File: config.mk
export PLATFORM = sky130hd
export DESIGN_NAME = btn_conditioner
export DESIGN_NICKNAME = d
export VERILOG_FILES = /design/src/rtl/btn_pkg.sv /design/src/rtl/btn_channel.sv /design/src/rtl/btn_conditioner.sv
export SDC_FILE = /design/constraint.sdc
export NUM_CORES = 1
export LEC_CHECK = 0
export CORE_UTILIZATION = 40
export CTS_CLUSTER_SIZE = 24
export DETAILED_ROUTE_END_ITERATION = 6
export GPL_ROUTABILITY_DRIVEN = 0
export PLACE_DENSITY = 0.57
export SYNTH_ARGS = -nofsm -noshare
export SYNTH_HDL_FRONTEND = slang
export SYNTH_SLANG_ARGS = --single-unit
File: constraint.sdc
create_clock -name clk -period 4.1 [get_ports clk]
set_clock_uncertainty 0.1 [all_clocks]
set_input_delay 0.82 -clock clk [delete_from_list [all_inputs] [get_ports clk]]
set_output_delay 0.82 -clock clk [all_outputs]
set_load 0.02 [all_outputs]
File: src/rtl/btn_pkg.sv
// Shared types and default timing constants for the push-button conditioner.
package btn_pkg;

    typedef enum logic [2:0] {
        S_IDLE,
        S_DB_PRESS,
        S_PRESSED,
        S_REPEAT,
        S_DB_RELEASE
    } btn_state_t;

    localparam int TICK_DIV_DEF     = 100_000;
    localparam int DB_TICKS_DEF     = 10;
    localparam int HOLD_TICKS_DEF   = 500;
    localparam int REPEAT_TICKS_DEF = 100;

    localparam int BTN_UP    = 0;
    localparam int BTN_DOWN  = 1;
    localparam int BTN_RIGHT = 2;
    localparam int BTN_LEFT  = 3;

endpackage

File: src/rtl/btn_channel.sv
// One button channel: 2-FF synchroniser, tick-based debounce FSM,
// press/release pulse generation and hold-to-repeat.
module btn_channel
    import btn_pkg::*;
#(
    parameter int DB_TICKS     = DB_TICKS_DEF,
    parameter int HOLD_TICKS   = HOLD_TICKS_DEF,
    parameter int REPEAT_TICKS = REPEAT_TICKS_DEF
) (
    input  logic clk,
    input  logic reset,
    input  logic tick,
    input  logic repeat_en,
    input  logic btn,
    output logic press_pulse,
    output logic release_pulse,
    output logic level,
    output logic hold
);

    localparam int DBW = $clog2(DB_TICKS + 1);
    localparam int HW  = $clog2(HOLD_TICKS + 1);
    localparam int RW  = $clog2(REPEAT_TICKS + 1);

    localparam logic [DBW-1:0] DB_LAST   = DBW'(DB_TICKS);
    localparam logic [HW-1:0]  HOLD_LAST = HW'(HOLD_TICKS);
    localparam logic [RW-1:0]  REP_LAST  = RW'(REPEAT_TICKS);

    logic [1:0]     sync_ff;
    logic           sync;
    btn_state_t     state, state_nxt;
    logic [DBW-1:0] db_cnt, db_nxt;
    logic [HW-1:0]  hold_cnt, hold_nxt;
    logic [RW-1:0]  rep_cnt, rep_nxt;
    logic           press_nxt, release_nxt, hold_flag_nxt;

    assign sync  = sync_ff[1];
    assign level = (state == S_PRESSED) || (state == S_REPEAT) || (state == S_DB_RELEASE);

    always_ff @(posedge clk or posedge reset) begin
        if (reset) begin
            sync_ff       <= '0;
            state         <= S_IDLE;
            db_cnt        <= '0;
            hold_cnt      <= '0;
            rep_cnt       <= '0;
            press_pulse   <= 1'b0;
            release_pulse <= 1'b0;
            hold          <= 1'b0;
        end else begin
            sync_ff       <= {sync_ff[0], btn};
            state         <= state_nxt;
            db_cnt        <= db_nxt;
            hold_cnt      <= hold_nxt;
            rep_cnt       <= rep_nxt;
            press_pulse   <= press_nxt;
            release_pulse <= release_nxt;
            hold          <= hold_flag_nxt;
        end
    end

    // Counters are compared on their registered value, so each threshold
    // acts one clk after the tick that reached it.
    always_comb begin
        state_nxt     = state;
        db_nxt        = db_cnt;
        hold_nxt      = hold_cnt;
        rep_nxt       = rep_cnt;
        press_nxt     = 1'b0;
        release_nxt   = 1'b0;
        hold_flag_nxt = hold;
        unique case (state)
            S_IDLE: begin
                db_nxt = '0;
                if (sync) state_nxt = S_DB_PRESS;
            end
            S_DB_PRESS: begin
                if (!sync) begin
                    state_nxt = S_IDLE;
                    db_nxt    = '0;
                end else if (db_cnt == DB_LAST) begin
                    state_nxt = S_PRESSED;
                    db_nxt    = '0;
                    hold_nxt  = '0;
                    press_nxt = 1'b1;
                end else if (tick) begin
                    db_nxt = db_cnt + 1'b1;
                end
            end
            S_PRESSED: begin
                db_nxt = '0;
                if (!sync) begin
                    state_nxt = S_DB_RELEASE;
                end else if (hold_cnt == HOLD_LAST) begin
                    state_nxt     = S_REPEAT;
                    rep_nxt       = '0;
                    hold_flag_nxt = 1'b1;
                    press_nxt     = repeat_en;
                end else if (tick) begin
                    hold_nxt = hold_cnt + 1'b1;
                end
            end
            S_REPEAT: begin
                db_nxt = '0;
                if (!sync) begin
                    state_nxt = S_DB_RELEASE;
                end else if (rep_cnt == REP_LAST) begin
                    rep_nxt   = '0;
                    press_nxt = repeat_en;
                end else if (tick) begin
                    rep_nxt = rep_cnt + 1'b1;
                end
            end
            S_DB_RELEASE: begin
                if (sync) begin
                    state_nxt     = S_PRESSED;
                    db_nxt        = '0;
                    hold_nxt      = '0;
                    hold_flag_nxt = 1'b0;
                end else if (db_cnt == DB_LAST) begin
                    state_nxt     = S_IDLE;
                    db_nxt        = '0;
                    release_nxt   = 1'b1;
                    hold_flag_nxt = 1'b0;
                end else if (tick) begin
                    db_nxt = db_cnt + 1'b1;
                end
            end
            default: state_nxt = S_IDLE;
        endcase
    end

endmodule

File: src/rtl/btn_conditioner.sv
// Button conditioner: shared debounce-tick prescaler feeding one
// btn_channel per raw push-button input.
module btn_conditioner
    import btn_pkg::*;
#(
    parameter int               N_BTN        = 4,
    parameter int               TICK_DIV     = TICK_DIV_DEF,
    parameter int               DB_TICKS     = DB_TICKS_DEF,
    parameter int               HOLD_TICKS   = HOLD_TICKS_DEF,
    parameter int               REPEAT_TICKS = REPEAT_TICKS_DEF,
    parameter logic [N_BTN-1:0] REPEAT_EN    = 4'b0011
) (
    input  logic             clk,
    input  logic             reset,
    input  logic [N_BTN-1:0] i_btn,
    output logic [N_BTN-1:0] o_press,
    output logic [N_BTN-1:0] o_release,
    output logic [N_BTN-1:0] o_level,
    output logic [N_BTN-1:0] o_hold
);

    localparam int PW = (TICK_DIV > 1) ? $clog2(TICK_DIV) : 1;
    localparam logic [PW-1:0] PRE_LAST = PW'(TICK_DIV - 1);

    logic [PW-1:0] pre_cnt;
    logic          tick;

    assign tick = (pre_cnt == PRE_LAST);

    always_ff @(posedge clk or posedge reset) begin
        if (reset)     pre_cnt <= '0;
        else if (tick) pre_cnt <= '0;
        else           pre_cnt <= pre_cnt + 1'b1;
    end

    for (genvar i = 0; i < N_BTN; i++) begin : g_chan
        btn_channel #(
            .DB_TICKS     (DB_TICKS),
            .HOLD_TICKS   (HOLD_TICKS),
            .REPEAT_TICKS (REPEAT_TICKS)
        ) u_chan (
            .clk           (clk),
            .reset         (reset),
            .tick          (tick),
            .repeat_en     (REPEAT_EN[i]),
            .btn           (i_btn[i]),
            .press_pulse   (o_press[i]),
            .release_pulse (o_release[i]),
            .level         (o_level[i]),
            .hold          (o_hold[i])
        );
    end

endmodule
==> qor.yml, run 1 <==
synth:
  synth_top_cell_area_share: 0.455
  synth_area_per_cell_um2: 9.28
  synth_cell_types: 59
  yosysWarningCount: 0
  synthArstFlopShare: 1.00
  synthCells: 681
  synth_ff_type: "dfrtp_1"
  yosysTopAreaCell: "dfrtp_1"
  synthTopCellsByArea: "dfrtp_1 46%, ha_1 4.2%, a21oi_1 3.7%"
  seq_area_frac_synth: 0.455
  synth_area_um2: 6320
  synth_nets: 708
  synth_edf_count: 0
  synth_seq_cells: 115
cts:
  insertion_delay_ns: 0.42
  post_cts_buffers: 0
  cts_buffer_depth: 2
  cts_tree: "built"
  clk_pin_slew_worst_paths_ns: 0.05
  cts.hold.buffers_added: 0
  cts-buffers-inserted: 17
  cts_root_buffer: "clkbuf_16"
  ctsResizeCount: 0
  cts.sinks: 115
  h-tree-depth: 4
sta:
  setup_viol: 0
  slew_violations: 0
  final.period_utilization: 0.795
  tns_ns: 0
  slew_headroom: 0.292
  worst_slew_pin_slew_ns: 1.06
  period_needed_ns: 3.26
  hold_viol: 0
  rsz0062_at_grt: "false"
  fmax_mhz: 307
floorplanning:
  io_pins: 22
  start_util: 0.413
  die_w_um: 128
  core_um2: 15300
  die_y_um: 128
  dieArea_um2: 16300
  rows: 45
critical_path:
  startpoint_type: "flop"
  crit_type: "flop to primary output"
  r2r_cells: 6
  cp.required_ns: 3.18
  worstPathArrival_ns: 2.34
  crit_path_end_kind: "primary output"
  cp_max_fo: 10
finish:
  insertedDiodeCount: 0
  final_cell_mix: "115 x dfrtp_1, 50 x nand2_1, 49 x nor2_1"
  multi_input_area_um2: 3080
  syn_to_final_growth_pct: 14.5
  drive_above_1_share: 0.0819
  nets: 710
  nFillCells: 1465
  final_common_cell: "dfrtp_1"
  seq_area_um2: 2880
  fin_cells: 907
global_routing:
  antenna_found_initial: 0
  grt_pass1_vias: 4937
  grt_pass1_wl_mm: 22.3
  grt_use_total: 0.171
  grt_max_degree: 57
  gr-total-overflow: 0
min_path:
  hp-class: "flop to flop"
  worstHoldPathCells: 0
power_and_ir_drop:
  vdd_drop_max_mv: 0.259
  leakage_uw: 0.00301
  power_uw: 2710
  p_per_area_nw_per_um2: 375
placed_design:
  portBuffers: 21
  dp.cells: 875
  dp_hpwl_mm: 8.78
routing:
  vias: 5046
  first_iter_violations: 386
  ant_nets: 0
  firstDrtPassIters: 5
  totalWireLength_mm: 12.9
  wl_per_cell_um: 14.2
  drc: 0
  via_per_inst: 5.56
outcome:
  status: "finished, final reports clean"
run:
  drv_cap: 0
[worst paths after layout]
check	start	to	slack, ns
setup / recovery	g_chan[2].u_chan.state[2]$_DFFE_PP0P_	o_level[2]	0.84
hold / removal	g_chan[3].u_chan.sync_ff[0]$_DFF_PP0_	g_chan[3].u_chan.sync_ff[1]$_DFF_PP0_	0.24
setup reg to reg	pre_cnt[13]$_DFF_PP0_	g_chan[2].u_chan.hold_cnt[4]$_DFFE_PP0P_	1.13
hold reg to reg	g_chan[3].u_chan.sync_ff[0]$_DFF_PP0_	g_chan[3].u_chan.sync_ff[1]$_DFF_PP0_	0.24
max in group asynchronous	reset	g_chan[2].u_chan.db_cnt[1]$_DFFE_PP0P_	2.38
min in group asynchronous	reset	g_chan[2].u_chan.hold_cnt[7]$_DFFE_PP0P_	0.75
[worst max-delay path, cell delays in order (launching register included)]
cell	delay [ns]
dfrtp_1	0.48
nor3b_1	0.60
o21bai_1	0.21
clkdlybuf4s50_1	0.63
[logic make-up after synthesis]
| kind of cell | synth area share |
|---|---|
| simple gates | 0.236 |
| fa+ha+maj | 0.0416 |
| compound gates | 0.168 |
| flops | 0.455 |
| xor+xnor | 0.0360 |
| buf+inv | 0.0580 |
| mux | 0.00475 |
[synthesized netlist by cell type (2+ instances only)]
library cell	instances
nor2b_1	3
o21a_1	4
inv_1	35
o211ai_1	3
and3b_1	4
nor3b_1	5
or3_1	6
a311oi_1	4
o21ai_0	47
or4b_2	2
nand3b_1	6
o22ai_1	2
o41ai_1	11
xnor2_1	12
a21o_1	3
o21bai_1	2
or4b_1	6
mux2i_1	3
o31ai_1	22
buf_4	16
nand4_1	15
buf_2	5
nor3_1	13
xor2_1	14
a31oi_1	9
clkbuf_1	23
a31o_2	2
dfrtp_1	115
and2_1	8
a21oi_1	47
nor2_1	49
or2_2	9
nor4_1	4
nand4b_1	3
ha_1	21
and3_1	17
nor4bb_1	3
nand2b_1	7
nand2_1	50
a41o_1	2
nand3_1	35
or4_1	17
[power by group]
group          switching (µW)  leakage, µW  internal [µW]
clock                     519     0.000294            987
combinational            38.3      0.00115           16.4
sequential               10.4      0.00157           1140
total                     568      0.00301           2150
[flip-flops by register name, summed over array words and instances (netlist names)]
name,flops
g_chan.u_chan.state,12
g_chan.u_chan.hold,4
g_chan.u_chan.release_pulse,4
g_chan.u_chan.press_pulse,4
g_chan.u_chan.rep_cnt,14
g_chan.u_chan.db_cnt,16
pre_cnt,17
g_chan.u_chan.hold_cnt,36
g_chan.u_chan.sync_ff,8
[area by class of cell]
type | instances | area share
tap | 211 | 0.0365
multi-input combinational | 486 | 0.426
clock buffer | 24 | 0.0707
clock inverter | 8 | 0.0135
sequential | 115 | 0.398
timing repair buffer | 27 | 0.0370
inverter | 36 | 0.0190
[through the flow]
| stage | hold slack, ns | worst slack [ns] | instance area, µm² | util |
|---|---|---|---|---|
| after floorplan | 0.231 | 0.136 | 6320 | - |
| after global placement | 0.231 | 1.21 | 6630 | 0.433 |
| after detailed placement | 0.236 | 1.11 | 6630 | 0.433 |
| after CTS | 0.247 | 0.831 | 7240 | 0.473 |
| after global routing | 0.249 | 0.683 | 7240 | 0.473 |
| final | 0.244 | 0.842 | 7240 | 0.473 |
[metal layers]
layer | vias to the layer above | wire (µm) | track usage
li1 | 2474 | - | -
met1 | 2474 | 6000 | 0.210
met2 | 82 | 6220 | 0.284
met3 | 16 | 465 | 0.0463
met4 | 0 | 194 | 0.0699
met5 | - | 0 | 0
Note: power is estimated with default switching activity, not from simulation.
==> run 2: changes to the inputs <==
- PLACE_DENSITY: 0.57 -> 0.55
- clock period: 4.1 -> 3.1 ns (I/O delays scaled with it)
==> run 2 against run 1 <==
Against the previous run: register-to-register slack worse by 0.83 ns; utilization up 0.17 points; via count down 0.73%; total power up 33%; first-iteration DRC count down 19%; count of clock-buffer cells in the layout down 1; sequential cell count unchanged; wire length down 0.30%; critical path type unchanged; largest power group unchanged.
==> qor.yml, run 2 (synthesized netlist as in run 1, its figures left out) <==
power_and_ir_drop:
  p_per_area_nw_per_um2: 495
  leakage_uw: 0.00302
  power_uw: 3600
  vdd_drop_max_mv: 0.363
sta:
  tns_ns: 0
  final.period_utilization: 0.914
  slew_headroom: 0.308
  rsz0062_at_grt: "false"
  fmax_mhz: 353
  period_needed_ns: 2.83
  worst_slew_pin_slew_ns: 1.04
  slew_violations: 0
  setup_viol: 0
  hold_viol: 0
finish:
  final_util: 0.474
  largest_reg_flops: 36
  nets: 714
  insertedDiodeCount: 0
  drive_above_1_share: 0.0830
  largest_register: "g_chan.u_chan.hold_cnt"
  syn_to_final_growth_pct: 14.9
  final_cell_mix: "115 x dfrtp_1, 50 x nand2_1, 49 x nor2_1"
  seq_area_um2: 2880
  multi_input_area_um2: 3080
  nFillCells: 1466
  largestRegisters: "g_chan.u_chan.hold_cnt: 36 flops, pre_cnt: 17 flops, g_chan.u_chan.db_cnt: 16 flops"
  final_common_cell: "dfrtp_1"
  fin_cells: 910
floorplanning:
  io_pins: 22
  start_util: 0.413
  core_um2: 15300
  rows: 45
  die_w_um: 128
  die_y_um: 128
  dieArea_um2: 16300
routing:
  via_per_inst: 5.50
  totalWireLength_mm: 12.8
  vias: 5009
  wl_per_cell_um: 14.1
  first_iter_violations: 312
  firstDrtPassIters: 4
  drc: 0
  ant_nets: 0
global_routing:
  antenna_found_initial: 0
  grt_max_degree: 85
  grt_use_total: 0.174
  grt_pass1_vias: 4879
  gr-total-overflow: 0
  grt_pass1_wl_mm: 22.8
run:
  drv_cap: 0
cts:
  cts_root_buffer: "clkbuf_16"
  ctsResizeCount: 0
  post_cts_buffers: 0
  insertion_delay_ns: 0.41
  clk_pin_slew_worst_paths_ns: 0.06
  h-tree-depth: 4
  cts.hold.buffers_added: 0
  cts.sinks: 115
  cts_tree: "built"
  cts-buffers-inserted: 17
  cts_buffer_depth: 2
critical_path:
  reg2reg_to: "g_chan[2].u_chan.hold_cnt[7]$_DFFE_PP0P_"
  startpoint_type: "flop"
  crit_type: "flop to primary output"
  worstPathArrival_ns: 2.11
  cp.required_ns: 2.38
  cp_max_fo: 10
  r2r_slack_ns: 0.30
  critPathSlowestCell: "clkdlybuf4s50_1"
  critPathTopFamily: "buffers and inverters"
  worstReg2RegStart: "pre_cnt[12]$_DFF_PP0_"
  r2r_cells: 6
  path_buf_inv: 2
  crit_chain: "clkinv_1 -> nand3_1 -> o21ai_0 -> clkdlybuf4s50_1"
  max_stage_delay_ns: 0.56
  crit_path_end_kind: "primary output"
min_path:
  worstHoldPathCells: 0
  min_from: "g_chan[3].u_chan.sync_ff[0]$_DFF_PP0_"
  min_to: "g_chan[3].u_chan.sync_ff[1]$_DFF_PP0_"
  hp-class: "flop to flop"
outcome:
  status: "finished, final reports clean"
placed_design:
  dp.cells: 879
  dp_hpwl_mm: 8.74
  portBuffers: 21
run 2: cell count changes in the layout (fill, tap and decap cells not counted), sizes merged:
cell,previous run,this run
inv,35,34
clkinv,4,3
buf,6,10
clkbuf,24,23
clkinvlp,3,4
bufinv,2,3
run 2: worst max-delay path by stage:
stage,from,endpoint,slack (ns),cells past startpoint
after floorplan,pre_cnt[5]$_DFF_PP0_,g_chan[0].u_chan.hold_cnt[6]$_DFFE_PP0P_,0.72,6
after global placement,pre_cnt[5]$_DFF_PP0_,g_chan[2].u_chan.hold_cnt[6]$_DFFE_PP0P_,0.40,6
after detailed placement,pre_cnt[12]$_DFF_PP0_,g_chan[2].u_chan.hold_cnt[3]$_DFFE_PP0P_,0.31,6
after CTS,g_chan[0].u_chan.state[1]$_DFFE_PP0P_,o_level[0],0.24,4
after global routing,g_chan[2].u_chan.hold_cnt[0]$_DFFE_PP0P_,g_chan[2].u_chan.hold_cnt[5]$_DFFE_PP0P_,0.09,7
final,g_chan[0].u_chan.state[1]$_DFFE_PP0P_,o_level[0],0.27,4
run 2: layout make-up:
class,instances,share of cell area
sequential,115,0.396
timing repair buffer,31,0.0410
inverter,36,0.0191
tap,211,0.0363
clock buffer,23,0.0658
multi-input combinational,486,0.424
clock inverter,8,0.0174
run 2: metal layers:
layer	up-vias	share of wire	routed length, µm	GRT usage
li1	2473	-	-	-
met1	2464	0.49	6270	0.229
met2	61	0.47	6080	0.278
met3	11	0.027	344	0.0447
met4	0	0.011	141	0.0588
met5	-	0	0	0
run 2: power by group:
group	switching [µW]	internal, µW
registers	14.8	1510
logic	50.2	21.7
clock network	676	1320
run 2: through the flow:
step / instance area (µm²) / hold slack [ns] / setup slack (ns)
after floorplan: 6320 / 0.231 / 0.725
after global placement: 6660 / 0.232 / 0.395
after detailed placement: 6660 / 0.238 / 0.306
after CTS: 7260 / 0.247 / 0.240
after global routing: 7260 / 0.253 / 0.0943
final: 7260 / 0.245 / 0.267
==> run 3: changes to the inputs <==
- CAP_MARGIN: unset -> 20
==> results of run 3 <==
Same layout as run 2: the final DEF is identical, and so are final timing and power.
